`src/rtl/spi_reg_pkg.sv`:
```
// spi_reg_pkg: shared state encoding and command-byte layout for the SPI register bank.
package spi_reg_pkg;
  typedef enum logic [1:0] {IDLE, WRITE, READ, DISCARD} state_t;
  localparam int CMD_WR_BIT = 7;
  localparam int CMD_ADDR_W = 7;
  localparam logic [7:0] DEF_ID_BYTE = 8'hA5;
endpackage

```
`src/rtl/spi_frame_timer.sv`:
```
// spi_frame_timer: idle-cycle counter that closes an open frame after TIMEOUT quiet cycles.
module spi_frame_timer #(
  parameter int TIMEOUT = 1024
) (
  input  logic clk,
  input  logic rst,
  input  logic enable,
  input  logic clear,
  output logic expire
);
  localparam int CW = $clog2(TIMEOUT);
  logic [CW-1:0] cnt;
  assign expire = enable && cnt == CW'(TIMEOUT - 1);
  always_ff @(posedge clk or negedge rst)
    if (!rst) cnt <= '0;
    else cnt <= (!enable || clear || expire) ? '0 : cnt + 1'b1;
endmodule

```
`src/rtl/spi_reg_bank.sv`:
```
// spi_reg_bank: SPI byte-stream command decoder and 8-bit register file.
// SPI_REG_AUTOINC_EN enables per-byte address auto-increment with wrap.
module spi_reg_bank
  import spi_reg_pkg::*;
#(
  parameter int         NUM_REGS = 16,
  parameter int         ADDR_W   = 7,
  parameter int         TIMEOUT  = 1024,
  parameter logic [7:0] ID_BYTE  = DEF_ID_BYTE
) (
  input  logic                  clk,
  input  logic                  rst,
  input  logic [7:0]            rx_data,
  input  logic                  rx_valid,
  output logic [7:0]            tx_data,
  output logic [NUM_REGS*8-1:0] regs,
  output logic                  wr_strobe,
  output logic [ADDR_W-1:0]     wr_addr,
  output logic                  frame_active,
  output logic                  err
);
  localparam int AW = $clog2(NUM_REGS);
  state_t        state;
  logic [AW-1:0] addr;
  logic [7:0]    reg_q [NUM_REGS];
  logic          expire, out_range;
  assign frame_active = state != IDLE;
  assign out_range = 32'(rx_data[CMD_ADDR_W-1:0]) >= NUM_REGS;
  assign tx_data = state == READ ? reg_q[addr] : ID_BYTE;
  for (genvar g = 0; g < NUM_REGS; g++) begin : g_flat
    assign regs[8*g +: 8] = reg_q[g];
  end
`ifdef SPI_REG_AUTOINC_EN
  logic [AW-1:0] next_addr;
  assign next_addr = addr == AW'(NUM_REGS - 1) ? '0 : addr + 1'b1;
`endif
  spi_frame_timer #(.TIMEOUT(TIMEOUT)) u_timer (
    .clk    (clk),
    .rst    (rst),
    .enable (frame_active),
    .clear  (rx_valid),
    .expire (expire)
  );
  // A byte arriving on the expiry cycle wins: it is processed and the frame stays open.
  always_ff @(posedge clk or negedge rst)
    if (!rst) begin
      state     <= IDLE;
      addr      <= '0;
      wr_strobe <= 1'b0;
      wr_addr   <= '0;
      err       <= 1'b0;
      for (int i = 0; i < NUM_REGS; i++) reg_q[i] <= '0;
    end else begin
      wr_strobe <= 1'b0;
      err       <= 1'b0;
      if (rx_valid && state == IDLE) begin
        addr  <= AW'(rx_data[CMD_ADDR_W-1:0]);
        state <= out_range ? DISCARD : rx_data[CMD_WR_BIT] ? WRITE : READ;
        err   <= out_range;
      end else if (rx_valid) begin
        if (state == WRITE) begin
          reg_q[addr] <= rx_data;
          wr_strobe   <= 1'b1;
          wr_addr     <= ADDR_W'(addr);
        end
`ifdef SPI_REG_AUTOINC_EN
        if (state != DISCARD) addr <= next_addr;
`endif
      end else if (expire) state <= IDLE;
    end
endmodule

```
`config.mk`:
```
export PLATFORM = sky130hd
export DESIGN_NAME = spi_reg_bank
export DESIGN_NICKNAME = d
export VERILOG_FILES = /design/src/rtl/spi_reg_pkg.sv /design/src/rtl/spi_frame_timer.sv /design/src/rtl/spi_reg_bank.sv
export SDC_FILE = /design/constraint.sdc
export NUM_CORES = 1
export LEC_CHECK = 0
export BUFFER_PORTS_ARGS = -buffer_cell sky130_fd_sc_hd__clkbuf_2
export CORE_MARGIN = 4
export CORE_UTILIZATION = 60
export CTS_BUF_LIST = sky130_fd_sc_hd__clkbuf_8
export DETAILED_ROUTE_END_ITERATION = 6
export GPL_TIMING_DRIVEN = 0
export HOLD_SLACK_MARGIN = 0.1
export MAX_ROUTING_LAYER = met4
export PLACE_DENSITY = 0.87
export SYNTH_ARGS = -nofsm -noshare
export SYNTH_HDL_FRONTEND = slang
export SYNTH_SLANG_ARGS = --single-unit
export TNS_END_PERCENT = 5
```
`constraint.sdc`:
```
create_clock -name clk -period 4.4 [get_ports clk]
set_input_delay 0.44 -clock clk [delete_from_list [all_inputs] [get_ports clk]]
set_output_delay 0.44 -clock clk [all_outputs]
set_load 0.005 [all_outputs]
```
==> metrics.md, run 1 <==
| Metric | Value |
|---|---|
| Via density | 6.13 |
| Synth async-reset ratio | 100% |
| Port buffer count | 153 |
| Vias in the first global route | 5322 |
| Initial antenna violation count | 0 |
| Worst hold path type | input port to flop |
| H-tree levels | 4 |
| Final design instance area without fill | 0.00836 mm² |
| Drt drc | 0 |
| Netlist cell types | between 40 and 50 |
| First DRT Iteration DRCs | 442 |
| Post-CTS setup buffer count | 0 |
| Die footprint | approximately 0.013 mm² |
| Pleak | 4.28 nW |
| Core footprint | around 0.011 mm² |
| Sequential area share after synthesis | 54.3% |
| CTS Buffer Depth | 2 |
| Delay of the slowest cell on the worst path | 0.63 ns |
| Initial core utilization | 62.4% |
| Gpl congestion | 0.915 |
| Drt total wl | 19.0 mm |
| Largest net degree at the start of global routing | 108 |
| Worst vdd ir | 0.000356 V |
| Primary FF master, synth | dfrtp_1 |
| Final setup TNS | 0 ns |
| Synthesized cell area | 0.00692 mm² |
| N_diodes | 0 |
| Fill cells | 716 |
| Period utilization | between 70% and 80% |
| Worst-margin pin slew | roughly 0.91 ns |
| Final setup fails | 0 |
| Worst path cell trace | clkbuf_1, buf_2, buf_1, mux2i_1, o21ai_0, clkbuf_2 |
| Crit. End Element | output port |
| F_max | 310 MHz |
| Grt total ovfl | 0 |
| Maximum capacitance violations | 0 |
| Area grow syn2layout | 20.9% |
| Critical Path Fanout Max | 10 |
| Row count | 38 |
| Crit path max-delay family | buffers and inverters |
| Tmin final | around 3.2 ns |
| Crit path launch type | flop |
| Worst path bufs/invs | 4 |
| Drt pass-1 iters | 5 |
| I/O pin total | 157 |
| Mean Syn Cell Area | 14.3 µm² |
| Most common cell after layout, fill and taps aside | clkbuf_2 |
| RSZ-0062 raised after global routing | false |
| CTS tree | built |
| Clk pin slew, worst setup/hold paths | 0.08 ns |
| Slew Limit Fails | 0 |
| Dpl hpwl | 13.4 mm |
| DIE HEIGHT | between 100 and 150 µm |
| Seq cells post-synth | 150 |
| Die W | 115 µm |
| Synth Instances | around 490 |
| Final hold violations | 0 |
| Post-route clock skew | slightly below 0.009 ns |
| Via count | 4986 |
| Root Driver | clkbuf_8 |
| Placed Area | 0.00790 mm² |
| Slowest library cell on the worst path | buf_1 |
| Setup CP Type | flop to output port |
| WP data arrival | between 2 and 3 ns |
| Slew headroom | 38.9% |
| Routed WL per cell | 23.4 µm |
| Total Routing Usage GR | 30.7% |
| Clock Latency Late Sink | between 0.4 and 0.5 ns |
| Crit. path cell count | 6 |
| Hold depth | 2 |
| Status | completed |
| Post-synth EDFFs | 0 |
| Commonest cells after routing, fill and taps aside | clkbuf_2 (152), dfrtp_1 (150), mux2_2 (134) |
| Layout cells sized above 1 | 54.9% |
| Antenna viol nets, final | 0 |
| Pwr dens | 417 mW/mm² |
| Synth warn | 0 |
| Nets | 673 |
| R2R depth | 4 |
| TritonCTS buffer count | 17 |
| First-pass GRT wire length | between 20 and 30 mm |
| WP data required | 3.96 ns |
| Sink Count | 150 |
[Yosys cell counts, types with 2 or more instances]
cell	number	share of area [%]
buf_2	8	0.58
mux4_2	25	8.1
mux2i_1	18	2.6
clkbuf_1	12	0.65
nor2_4	2	0.33
buf_4	4	0.43
a21oi_1	5	0.36
a221oi_1	4	0.51
nand4_1	5	0.45
xor2_1	3	0.38
o211ai_1	3	0.33
or3_1	2	0.18
nand3_1	7	0.51
nand2b_1	7	0.63
mux2_2	134	22
nor3_1	3	0.22
xnor2_1	5	0.63
o21a_1	2	0.22
o21ai_0	5	0.36
a32oi_1	3	0.38
buf_1	2	0.11
buf_6	2	0.33
nand2_1	28	1.5
dfrtp_1	150	54
nor2b_1	3	0.27
inv_1	6	0.33
nor4_1	2	0.18
nor2_1	18	0.98
nor2_2	4	0.36
[per-layer routing]
metal / track usage (%) / vias to the layer above / routed length, µm
li1: - / 2112 / -
met1: 41.1 / 2562 / 7720
met2: 46.1 / 262 / 9200
met3: 7.42 / 50 / 1590
met4: 11.5 / 0 / 505
met5: - / - / 0
[power breakdown]
part	switching, mW	leakage, nW	internal [mW]
logic	0.372	1.99	0.326
registers	0.103	2.06	1.50
clock network	0.499	0.240	0.687
[final timing paths]
check                                       to       start  slack (ns)
worst max-delay path                tx_data[2]     addr[2]        1.17
worst min-delay path                   regs[8]  rx_data[0]        0.39
worst max register to register       regs[115]     addr[2]        1.94
worst min register to register      wr_addr[0]  wr_addr[0]        0.49
max in group asynchronous             regs[33]         rst        3.07
min in group asynchronous       u_timer.cnt[8]         rst        0.48
[final cells by class]
| class | count | area (µm²) | area share, % |
|---|---|---|---|
| flip-flops and latches | 150 | 3750 | 44.9 |
| clock buffers | 22 | 303 | 3.62 |
| repair buffers | 155 | 812 | 9.71 |
| inverters | 6 | 22.5 | 0.269 |
| multi-input cells | 303 | 3000 | 35.9 |
| plain buffers | 28 | 145 | 1.74 |
| clock inverters | 10 | 149 | 1.78 |
| well taps | 140 | 175 | 2.09 |
[through the flow]
stage / std cells / hold slack [ns] / total power [mW] / worst slack [ns] / utilization (%)
global route: 814 / 0.377 / 3.63 / 1.07 / 75.5
floorplan: 487 / 0.144 / 2.01 / 2.41 / -
global placement: 780 / 0.458 / 2.28 / 0.556 / 71.0
finish: 814 / 0.386 / 3.49 / 1.17 / 75.5
detailed placement: 781 / 0.392 / 2.32 / 1.73 / 71.3
CTS: 814 / 0.363 / 3.49 / 1.26 / 75.5
[cell families (layout without fill, tap and decap cells)]
family          Yosys count  after routing  share of synthesized area (%)
compound gates           23             23                           2.28
xor+xnor                  8              8                           1.01
fa+ha+maj                 1              1                          0.181
buf+inv                  34            221                           2.42
flops                   150            150                           54.3
mux                     177            177                           32.6
other cells               1              3                         0.0542
simple gates             91             91                           7.22
[registers in the layout, indices dropped and copies added (netlist names)]
signal / count
regs: 128
u_timer.cnt: 10
addr: 4
wr_addr: 4
state: 2
err: 1
wr_strobe: 1
[what timing repair did]
item,in CTS,in global routing
hold buffers,1,0
endpoints found under the hold margin,43,0
gates resized for setup,0,0
(Power assumes the default switching activity.)
==> inputs of run 2 (changes only) <==
--- a/config.mk
+++ b/config.mk
@@ -7,13 +7,13 @@
 export LEC_CHECK = 0
 export BUFFER_PORTS_ARGS = -buffer_cell sky130_fd_sc_hd__clkbuf_2
 export CORE_MARGIN = 4
-export CORE_UTILIZATION = 60
+export CORE_UTILIZATION = 56
 export CTS_BUF_LIST = sky130_fd_sc_hd__clkbuf_8
 export DETAILED_ROUTE_END_ITERATION = 6
 export GPL_TIMING_DRIVEN = 0
 export HOLD_SLACK_MARGIN = 0.1
 export MAX_ROUTING_LAYER = met4
-export PLACE_DENSITY = 0.87
+export PLACE_DENSITY = 0.82
 export SYNTH_ARGS = -nofsm -noshare
 export SYNTH_HDL_FRONTEND = slang
 export SYNTH_SLANG_ARGS = --single-unit
==> constraint.sdc (replaced) <==
create_clock -name clk -period 3.37 [get_ports clk]
set_input_delay 0.337 -clock clk [delete_from_list [all_inputs] [get_ports clk]]
set_output_delay 0.337 -clock clk [all_outputs]
set_load 0.005 [all_outputs]
==> run 2 against run 1 <==
Die area rose by 6.6%. Via count fell by 0.38%. Worst hold slack got worse by 0.12 ns. Final cell count rose by 3.3%. Register-to-register slack got worse by 0.91 ns.
==> metrics.md, run 2 (synthesized netlist as in run 1, its figures left out) <==
| Metric | Value |
|---|---|
| Storage cell area | 0.00375 mm² |
| Crit path max-delay family | buffers and inverters |
| I/O pin total | 157 |
| Drt pass-1 iters | 5 |
| Via density | a little under 6 |
| First-pass GRT wire length | slightly below 30 mm |
| Crit Reg-Reg Startpoint | state[1] |
| Nets | just under 700 |
| Worst Slack Setup Final | 0.215 ns |
| Via count | 4967 |
| Initial core utilization | 57.3% |
| Row count | 40 |
| Maximum capacitance violations | 0 |
| Fill cells | 869 |
| Most common cell after layout, fill and taps aside | clkbuf_2 |
| Drt drc | 0 |
| Die W | between 100 and 150 µm |
| Core footprint | 0.0121 mm² |
| Setup Slack @ Placement | around 0.81 ns |
| Crit path launch type | flop |
| Min Hold Slack | 0.266 ns |
| Slew headroom | 37.4% |
| Pwr dens | 528 mW/mm² |
| Status | completed |
| R2R Path End | regs[9] |
| Worst path cell trace | clkbuf_1, buf_2, buf_1, mux2i_1, o21ai_0, clkbuf_2 |
| Layout cells sized above 1 | between 50% and 60% |
| Sink Count | 150 |
| Slew Limit Fails | 0 |
| Worst-margin pin slew | 0.934 ns |
| WP data arrival | 2.82 ns |
| DIE HEIGHT | around 120 µm |
| Period utilization | a little over nine tenths |
| WP data required | 3.03 ns |
| Area grow syn2layout | 20.7% |
| Total Routing Usage GR | 28.5% |
| Crit. End Element | output port |
| Hold Path End | regs[43] |
| Post-CTS setup buffer count | 0 |
| H-tree levels | 4 |
| Setup CP Type | flop to output port |
| Tmin final | 3.15 ns |
| Final hold violations | 0 |
| Reg2Reg Setup Slack | just over 1 ns |
| Clk pin slew, worst setup/hold paths | 0.08 ns |
| Multi-input logic area | ~0.003 mm² |
| CTS tree | built |
| Worst vdd ir | about 0.00027 V |
| Final core utilization | 69.2% |
| CTS Buffer Depth | 2 |
| Hold depth | 2 |
| N_diodes | 0 |
| Largest net degree at the start of global routing | approximately 120 |
| Worst hold path type | input port to flop |
| Antenna viol nets, final | 0 |
| Clock Latency Late Sink | 0.45 ns |
| Final setup fails | 0 |
| F_max | around 320 MHz |
| Routed WL per cell | 22.8 µm |
| Worst path bufs/invs | 4 |
| Pleak | around 4.3 nW |
| Gpl congestion | between 0.8 and 0.9 |
| TritonCTS buffer count | 17 |
| RSZ-0062 raised after global routing | false |
| Commonest cells after routing, fill and taps aside | clkbuf_2 (152), dfrtp_1 (150), mux2_2 (134) |
| First DRT Iteration DRCs | 442 |
| Port buffer count | 153 |
| Delay of the slowest cell on the worst path | a little over 0.6 ns |
| Max FFs per register | around 130 |
| Dpl hpwl | 13.6 mm |
| Drt total wl | about 19 mm |
| Slowest library cell on the worst path | buf_1 |
| Vias in the first global route | 5184 |
| Initial antenna violation count | 0 |
| Root Driver | clkbuf_8 |
| Post_cts resized | 0 |
| Die footprint | roughly 0.014 mm² |
| Grt total ovfl | 0 |
| R2R depth | 5 |
| Total power | around 4.4 mW |
| Critical Path Fanout Max | 10 |
| Hold Crit Start | rx_data[3] |
| Post-route clock skew | roughly 0.011 ns |
run 2: power breakdown:
group / leakage, nW / switching, mW / internal [mW]
Combinational: 1.99 / 0.492 / 0.427
Sequential: 2.06 / 0.132 / 1.96
Clock: 0.213 / 0.649 / 0.755
Total: 4.26 / 1.27 / 3.14
run 2: timing repair:
action / 4_1_cts / 5_1_grt
hold buffers: 1 / 0
setup endpoints to repair: 0 / 0
hold endpoints to repair: 33 / 0
run 2: layout make-up:
cell class | count | area share [%]
clock inverter | 12 | 1.66
timing repair buffer | 155 | 9.73
tap | 168 | 2.52
inverter | 6 | 0.270
sequential | 150 | 45.0
buffer | 28 | 1.74
multi-input combinational | 303 | 36.0
clock buffer | 19 | 3.13
run 2: worst max path at each step:
| stage | startpoint | to | cells past startpoint |
|---|---|---|---|
| 2_1_floorplan | addr[1] | tx_data[6] | 5 |
| 3_3_place_gp | rst | regs[73] | 1 |
| 3_5_place_dp | addr[2] | tx_data[0] | 6 |
| 4_1_cts | addr[2] | tx_data[0] | 6 |
| 5_1_grt | addr[2] | tx_data[0] | 6 |
| 6_report | addr[2] | tx_data[0] | 6 |
run 2: stage by stage:
stage          std cells  cell area, µm²  setup TNS [ns]
6_report             841            8350               0
5_1_grt              841            8350               0
4_1_cts              841            8350               0
3_5_place_dp         809            7940               0
3_3_place_gp         808            7900          -58.09
2_1_floorplan        487            6920               0
run 2: per-layer routing:
metal / routed length, µm / global-route usage (%) / vias to the layer above
met5: 0 / - / -
met4: 334 / 8.33 / 0
met3: 1440 / 7.12 / 45
met2: 9500 / 46.1 / 246
met1: 7860 / 36.1 / 2560
li1: - / - / 2116
